==> src/rtl/uart_tx_design.sv <==
// UART transmitter: byte FIFO feeding an 8N1/8E1 framing FSM with a built-in baud divider.
// The serial line and all status flags come straight from registers.
module uart_tx_design #(
  parameter int CLKS_PER_BIT = 7,
  parameter int FIFO_DEPTH   = 8,
  parameter int PARITY_EN    = 0
) (
  input  logic       clk,
  input  logic       reset,
  input  logic       wr_en,
  input  logic [7:0] d_in,
  output logic       tx,
  output logic       tx_full,
  output logic       tx_empty,
  output logic       tx_busy,
  output logic       overflow
);

  localparam int AW = $clog2(FIFO_DEPTH);
  localparam int CW = (CLKS_PER_BIT > 2) ? $clog2(CLKS_PER_BIT) : 1;

  typedef enum logic [2:0] {IDLE, START, DATA, PARITY, STOP} state_t;

  state_t        state, state_next;
  logic [7:0]    mem [FIFO_DEPTH];
  logic [AW-1:0] wr_ptr, rd_ptr;
  logic [AW:0]   count, count_next;
  logic [CW-1:0] baud_cnt, baud_next;
  logic [2:0]    bit_idx, bit_next;
  logic [7:0]    shift, shift_next;
  logic          parity_bit, parity_next;
  logic          tx_next, push, pop, bit_done;

  assign push     = wr_en && !tx_full;
  assign bit_done = (baud_cnt == CW'(CLKS_PER_BIT - 1));

  always_comb begin
    state_next  = state;
    baud_next   = bit_done ? '0 : baud_cnt + 1'b1;
    bit_next    = bit_idx;
    shift_next  = shift;
    parity_next = parity_bit;
    pop         = 1'b0;
    case (state)
      IDLE: begin
        baud_next = '0;
        if (!tx_empty) begin
          pop         = 1'b1;
          state_next  = START;
          shift_next  = mem[rd_ptr];
          parity_next = ^mem[rd_ptr];
        end
      end
      START: begin
        if (bit_done) begin
          state_next = DATA;
          bit_next   = '0;
        end
      end
      DATA: begin
        if (bit_done) begin
          shift_next = {1'b0, shift[7:1]};
          bit_next   = bit_idx + 3'd1;
          if (bit_idx == 3'd7)
            state_next = (PARITY_EN != 0) ? PARITY : STOP;
        end
      end
      PARITY: begin
        if (bit_done) state_next = STOP;
      end
      STOP: begin
        // Chain straight into the next start bit when more data is waiting.
        if (bit_done) begin
          if (!tx_empty) begin
            pop         = 1'b1;
            state_next  = START;
            shift_next  = mem[rd_ptr];
            parity_next = ^mem[rd_ptr];
          end else begin
            state_next = IDLE;
          end
        end
      end
      default: state_next = IDLE;
    endcase

    case (state_next)
      START:   tx_next = 1'b0;
      DATA:    tx_next = shift_next[0];
      PARITY:  tx_next = parity_next;
      default: tx_next = 1'b1;
    endcase

    count_next = count + (AW+1)'(push) - (AW+1)'(pop);
  end

  // Storage is not reset; clearing the pointers discards its contents.
  always_ff @(posedge clk) begin
    if (push) mem[wr_ptr] <= d_in;
  end

  always_ff @(posedge clk or negedge reset) begin
    if (!reset) begin
      state      <= IDLE;
      wr_ptr     <= '0;
      rd_ptr     <= '0;
      count      <= '0;
      baud_cnt   <= '0;
      bit_idx    <= '0;
      shift      <= '0;
      parity_bit <= 1'b0;
      tx         <= 1'b1;
      tx_full    <= 1'b0;
      tx_empty   <= 1'b1;
      tx_busy    <= 1'b0;
      overflow   <= 1'b0;
    end else begin
      state      <= state_next;
      baud_cnt   <= baud_next;
      bit_idx    <= bit_next;
      shift      <= shift_next;
      parity_bit <= parity_next;
      tx         <= tx_next;
      count      <= count_next;
      tx_full    <= (count_next == (AW+1)'(FIFO_DEPTH));
      tx_empty   <= (count_next == '0);
      tx_busy    <= (state_next != IDLE);
      overflow   <= wr_en && tx_full;
      if (push) wr_ptr <= wr_ptr + 1'b1;
      if (pop)  rd_ptr <= rd_ptr + 1'b1;
    end
  end

endmodule

==> config.mk <==
export PLATFORM = sky130hd
export DESIGN_NAME = uart_tx_design
export DESIGN_NICKNAME = d
export VERILOG_FILES = /design/src/rtl/uart_tx_design.sv
export SDC_FILE = /design/constraint.sdc
export NUM_CORES = 1
export LEC_CHECK = 0
export CAP_MARGIN = 25
export CORE_ASPECT_RATIO = 0.6
export CORE_UTILIZATION = 35
export CTS_BUF_LIST = sky130_fd_sc_hd__clkbuf_16
export CTS_CLUSTER_SIZE = 28
export DETAILED_ROUTE_END_ITERATION = 10
export PLACE_DENSITY_LB_ADDON = 0.15
export SLEW_MARGIN = 5
export SYNTH_ARGS = -nofsm -noshare
export SYNTH_HDL_FRONTEND = slang
export SYNTH_SLANG_ARGS = --single-unit
==> constraint.sdc <==
create_clock -name clk -period 3.4 [get_ports clk]
set_input_delay 0.51 -clock clk [delete_from_list [all_inputs] [get_ports clk]]
set_output_delay 0.51 -clock clk [all_outputs]
set_load 0.03 [all_outputs]
==> summary.md, run 1 <==
| Metric | Value |
|---|---|
| Seq/Total Area, Yosys | `between 60% and 70%` |
| RSZ-0062 raised after global routing | `false` |
| Final min period | `roughly 2.7 ns` |
| Clk_lat worst skew | `~0.35 ns` |
| Warnings, synthesis | `0` |
| DRT Pass-1 Iters | `4` |
| Tightest Pin Transition | `~0.82 ns` |
| Worst reg-to-reg setup slack | `a little under 0.7 ns` |
| Vias per cell | `~4.8` |
| Synthesized area per cell | `about 16 sq um` |
| # setup viols final | `0` |
| Setup repair bufs after CTS | `0` |
| Largest net degree at the start of global routing | `34` |
| Flops & latches, synth | `97` |
| Antenna diode count | `0` |
| Most common cell after layout, fill and taps aside | `edfxtp_1` |
| Slew HR | `between 40% and 50%` |
| Crit path DAT | `a little under 3 ns` |
| Die ar. | `about 12000 sq um` |
| Worst hold slack | `~0.50 ns` |
| Die Wd | `about 140 um` |
| IO buf count | `15` |
| Status | `finished clean` |
| Max Fanout on Critical Path | `15` |
| Fin Clk Skew | `just over 0.004 ns` |
| # resized after CTS | `0` |
| CP required | `about 3.6 ns` |
| Setup CP Type | `flip-flop to flip-flop` |
| DR vias | `2177` |
| First-pass GRT wire length | `12090 um` |
| Leakage power figure | `between 0.0015 and 0.002 uW` |
| Gpl congestion | `about 0.75` |
| Hold-fix buffers, CTS | `0` |
| Total Routing Usage GR | `between 10 and 15%` |
| Fillers | `between 1000 and 1500` |
| Wirelength per Cell | `around 16 um` |
| CTS Buf Count | `9` |
| Number of cell rows | `30` |
| Final Cycle Share | `80.17%` |
| Most frequent cells in the layout | `edfxtp_1 (64), dfrtp_1 (31), nand2_1 (19), nor2_1 (16), clkdlybuf4s50_1 (15)` |
| Die Y | `between 80 and 90 um` |
| I/O Pins | `16` |
| Worst Setup End Kind | `flip-flop` |
| Fmax | `between 0.3 and 0.4 GHz` |
| VDD IR max | `about 0.00028 V` |
| Setup TNS | `0 ns` |
| CTS tree | `built` |
| Startpoint Class | `flip-flop` |
| Nets@finish | `about 310` |
| HPWL after DPL | `5062 um` |
| Clock Tree Root | `clkbuf_16` |
| Initial DRC Count | `just over 100` |
| WL final | `~7500 um` |
| Area grow syn2layout | `15.85%` |
| DRC Markers | `0` |
| Tot Pwr | `~3000 uW` |
| Final Max Slew Viols | `0` |
| Type of the most critical hold path | `flip-flop to flip-flop` |
| Number of global-route vias before repair | `~2200` |
| H-tree depth | `3` |
| Initial Utilization | `36.47%` |
| Fraction of layout cells with a size suffix above 1 | `between 10% and 20%` |
| CTS Buffer Depth | `2` |
| Final Hold Fails | `0` |
| Synth unique cells | `46` |
| Final ANT Viol Nets | `0` |
| Gr ovfl total | `0` |
| CTS sink count | `97` |
| CORE AREA | `11450 sq um` |
| Post-synthesis cell count | `approximately 260` |
| Power per Cell Area | `between 600 and 700 nW/um^2` |
| Max-cap viol count | `0` |
| Reg clk slew, reported paths | `0.07 ns` |
| Mapped cell area | `4175 sq um` |
| Initial antenna violation count | `0` |
| Syn Nets | `282` |
-- power by group --
group          internal [uW]  leakage, uW  switching [uW]  total [uW]
sequential              1440     0.000975            74.3        1520
combinational            227     0.000658             257         484
clock                    519     0.000146             476         995
-- cell usage after synthesis (all sizes together) --
library cell | number | area share (%)
clkbuf | 5 | 0.69
nor2b | 3 | 0.45
or2 | 1 | 0.15
and3b | 1 | 0.21
a211oi | 1 | 0.18
mux4 | 16 | 8.9
a221oi | 1 | 0.21
a221o | 3 | 0.72
nand3b | 1 | 0.18
a22o | 6 | 1.3
a21oi | 8 | 0.96
inv | 12 | 1.1
fa | 1 | 0.48
nand2b | 3 | 0.45
o311ai | 1 | 0.21
a21o | 1 | 0.18
dfrtp | 31 | 19
a22oi | 3 | 0.54
dfstp | 2 | 1.3
mux2i | 4 | 1.6
buf | 5 | 1.5
mux2 | 8 | 2.2
a31oi | 1 | 0.15
o22ai | 1 | 0.15
or3 | 3 | 0.45
xnor2 | 9 | 2.1
and2 | 2 | 0.30
o211ai | 1 | 0.18
o21ai | 5 | 0.60
nor3 | 9 | 1.1
ha | 8 | 2.4
xor2 | 5 | 1.0
edfxtp | 64 | 46
nand2 | 19 | 1.7
o32ai | 1 | 0.21
nor2 | 17 | 1.6
-- metrics by stage --
stage | setup WS (ns) | instance area, sq um | cells | util (%)
2_1_floorplan | 0.7004 | 4175 | 262 | -
3_3_place_gp | 0.5964 | 4541 | 441 | 39.66
3_5_place_dp | 0.5723 | 4541 | 441 | 39.66
4_1_cts | 0.6169 | 4837 | 457 | 42.25
5_1_grt | 0.4606 | 4837 | 457 | 42.25
6_report | 0.6741 | 4837 | 457 | 42.25
-- cells by family after synthesis --
group                      count (synthesis)  share of synthesized area (%)
AOI/OAI and AO/OA                         33                          5.544
xor gates and xnor gates                  14                          3.117
adders and majority gates                  9                          2.877
buffers and inverters                     22                          3.236
DFF                                       97                          65.87
muxes                                     28                          12.80
and+or+nand+nor                           59                          6.563
-- flip-flops by register name (all words and copies together) (netlist names) --
signal      flops
tx_busy         1
tx              1
bit_idx         3
overflow        1
state           3
wr_ptr          3
tx_full         1
shift           8
baud_cnt        3
tx_empty        1
count           4
rd_ptr          3
mem            64
parity_bit      1
-- final cells by class --
class                           instances  area [sq um]  area share, %
Timing Repair Buffer                   29         255.2          5.277
Inverter                               12         45.04         0.9312
Sequential cell                        97          2750          56.85
Clock buffer                            9         225.2          4.656
Clock inverter                          7         71.32          1.474
Tap cell                              160         200.2          4.139
Multi-Input combinational cell        143          1290          26.67
-- per-layer routing --
layer / wire length (um) / vias up / track usage, %
li1: - / 1050 / -
met1: 3976 / 1079 / 19.83
met2: 3072 / 40 / 18.98
met3: 300 / 8 / 4.475
met4: 116 / 0 / 5.865
met5: 0 / - / 0
-- worst max-delay path, cell delays in order (launching register included) --
cell and delay [ns]:
dfrtp_1 0.88, buf_4 0.27, mux4_2 0.51, mux2i_2 0.26, xnor2_1 0.15, xnor2_2 0.16
xnor2_1 0.13, mux2_4 0.25
-- worst paths after layout --
path                            from          to  depth (start not counted)
max                        rd_ptr[1]  parity_bit                          7
min in group asynchronous      reset   wr_ptr[0]                          2
min reg2reg                 shift[4]    shift[3]                          2
max reg2reg                rd_ptr[1]  parity_bit                          7
min                         shift[4]    shift[3]                          2
max in group asynchronous      reset    tx_empty                          2
No activity file was read; power rests on OpenSTA's default activity.
==> inputs of run 2 (changes only) <==
==> constraint.sdc (replaced) <==
create_clock -name clk -period 2.5 [get_ports clk]
set_input_delay 0.375 -clock clk [delete_from_list [all_inputs] [get_ports clk]]
set_output_delay 0.375 -clock clk [all_outputs]
set_load 0.03 [all_outputs]
==> summary.md, run 2 (synthesized netlist as in run 1, its figures left out) <==
| Metric | Value |
|---|---|
| Status | `finished clean` |
| # setup viols final | `0 (unchanged)` |
| Largest net degree at the start of global routing | `34 (unchanged)` |
| Final min period | `2.410 ns (-0.3162 ns)` |
| DRT Pass-1 Iters | `4 (unchanged)` |
| Initial Utilization | `36.47% (unchanged)` |
| Final Max Slew Viols | `0 (unchanged)` |
| Hold-fix buffers, CTS | `0 (unchanged)` |
| CTS Buffer Depth | `2 (unchanged)` |
| Startpoint Class | `flip-flop` |
| Final ANT Viol Nets | `0 (unchanged)` |
| Initial antenna violation count | `0 (unchanged)` |
| Nets@finish | `326 (+4.5%)` |
| DR vias | `2256 (+3.6%)` |
| Slew HR | `48.75% (+3.4 points)` |
| Clock Tree Root | `clkbuf_16` |
| Delay-heaviest family, CP | `simple AND/OR/NAND/NOR gates` |
| Sequential power share | `50.0% (-0.6 points)` |
| Fin Clk Skew | `0.007691 ns (+0.003568 ns)` |
| H-tree depth | `3 (unchanged)` |
| CTS Buf Count | `9 (unchanged)` |
| CORE AREA | `11450 sq um (unchanged)` |
| Initial DRC Count | `138 (+35%)` |
| Fraction of layout cells with a size suffix above 1 | `25.48% (+5.6 points)` |
| Die ar. | `12380 sq um (unchanged)` |
| Clock share of power | `32.4% (-0.8 points)` |
| Final Cycle Share | `96.39% (+16 points)` |
| Leakage power figure | `0.001841 uW (+3.5%)` |
| Most common cell after layout, fill and taps aside | `edfxtp_1` |
| CP bufs+invs | `3 (+2)` |
| RSZ-0062 raised after global routing | `true` |
| Final Hold Fails | `0 (unchanged)` |
| P_sw | `1048 uW (+30%)` |
| Met3 GRT Util | `4.088% (-0.39 points)` |
| Tot Pwr | `4129 uW (+38%)` |
| Power Internal | `3081 uW (+41%)` |
| Antenna diode count | `0 (unchanged)` |
| Fmax | `0.4150 GHz (+13%)` |
| Most frequent cells in the layout | `edfxtp_1 (64), dfrtp_1 (31), buf_4 (27), nand2_1 (18), nor2_1 (16)` |
| Global routing usage on met1 | `22.17% (+2.3 points)` |
| Tightest Pin Transition | `0.7687 ns (-0.05131 ns)` |
| Vias per cell | `4.800 (+0.76%)` |
| WL final | `7785 um (+4.3%)` |
| Multi-input gate area | `1328 sq um (+2.9%)` |
| Die Wd | `143.0 um (unchanged)` |
| Gr busiest metal | `met1` |
| VDD IR max | `0.0004362 V (+53%)` |
| Total Routing Usage GR | `13.93% (+0.14 points)` |
| Max Fanout on Critical Path | `2 (-13)` |
| Largest registers | `mem (64), shift (8), count (4)` |
| Sw Ratio | `25.38% (-1.6 points)` |
| Crit path DAT | `2.67 ns (-0.29 ns)` |
| Met2 Use GR | `17.69% (-1.3 points)` |
| Worst Setup End Kind | `flip-flop` |
| IO buf count | `15 (unchanged)` |
| Combinational Power Share | `17.6% (+1.4 points)` |
| Storage element area | `2750 sq um (unchanged)` |
| HPWL after DPL | `5454 um (+7.7%)` |
| Max reg flops | `64 (unchanged)` |
| CTS tree | `built` |
| Setup CP Type | `flip-flop to flip-flop` |
| Number of cell rows | `30 (unchanged)` |
| Reg clk slew, reported paths | `0.06 ns (about the same)` |
| Top reg by flops | `mem` |
| Die Y | `86.60 um (unchanged)` |
| CP max stage cell | `fa_1` |
| Wirelength per Cell | `16.56 um (+1.4%)` |
| Number of global-route vias before repair | `2219 (+2.0%)` |
| Worst path max stage delay | `0.50 ns (-0.38 ns)` |
| CP required | `2.76 ns (-0.88 ns)` |
| CTS sink count | `97 (unchanged)` |
| Power per Cell Area | `828.1 nW/um^2 (+34%)` |
| Clk_lat worst skew | `0.33 ns (-0.02 ns)` |
| DRC Markers | `0 (unchanged)` |
| Gr ovfl total | `0 (unchanged)` |
| Max-cap viol count | `0 (unchanged)` |
| Area grow syn2layout | `19.42%` |
| First-pass GRT wire length | `12390 um (+2.5%)` |
| Fin util | `43.55% (+1.3 points)` |
| Gpl congestion | `0.7298 (-3.0%)` |
| Type of the most critical hold path | `input pin to async pin` |
| I/O Pins | `16 (unchanged)` |
| Worst path cell trace | `nand3b_1 -> nand2_1 -> nand2_2 -> nor2_4 -> ha_4 -> inv_2 -> ha_4 -> inv_2 -> fa_1 -> inv_1 -> or3_4 -> nor2b_1` |
| Fillers | `1038 (-0.19%)` |
## run 2: cell types whose count changed in the layout (fill, tap and decap cells not counted), sizes merged
| cell | delta |
|---|---|
| clkinvlp | +3 |
| inv | -5 |
| clkdlybuf4s50 | -1 |
| buf | +15 |
| bufinv | +1 |
## run 2: path summary, 6_finish.rpt
check / from / endpoint / slack, ns / depth (start not counted)
max: baud_cnt[0] / tx_full / 0.09 / 12
min: reset / bit_idx[1] / 0.11 / 1
max reg2reg: baud_cnt[0] / tx_full / 0.09 / 12
min reg2reg: shift[2] / shift[1] / 0.47 / 2
max in group asynchronous: reset / count[3] / 1.89 / 1
min in group clk: shift[2] / shift[1] / 0.47 / 2
## run 2: power groups by stage
stage / combinational (uW) / clock, uW / sequential [uW]
finish: 726 / 1340 / 2060
global route: 810 / 1440 / 2090
CTS: 708 / 1380 / 2060
detailed placement: 704 / 0 / 2090
global placement: 690 / 0 / 2090
floorplan: 450 / 0 / 2080
## run 2: repair_timing
action,CTS,global route
buffers inserted,0,3
endpoints found under the setup margin,0,2
resized for setup,0,4
## run 2: layer usage
metal	wire length, um	part of all wire, %	vias to the layer above
li1	-	-	1075
met1	4239	54	1145
met2	3170	41	34
met3	346	4.4	2
met4	27	0.35	0
met5	0	0	-
## run 2: per-stage QoR
step	area [sq um]	cells	setup slack [ns]	TNS [ns]	hold WS, ns
finish	4986	470	0.09026	0	0.1123
global route	4986	470	-0.07063	-0.1153	0.1688
CTS	4936	467	0.001057	0	0.1435
detailed placement	4641	452	-0.1998	-0.3584	0.4586
global placement	4641	452	-0.1356	-0.2568	0.4540
floorplan	4185	262	-0.09190	-0.1638	0.07941
## run 2: area by class of cell
type / count / area share [%]
multi-input cells: 143 / 26.62
inverters: 12 / 0.9034
well taps: 160 / 4.015
clock inverters: 6 / 1.405
flip-flops and latches: 97 / 55.16
repair buffers: 43 / 7.378
clock buffers: 9 / 4.517
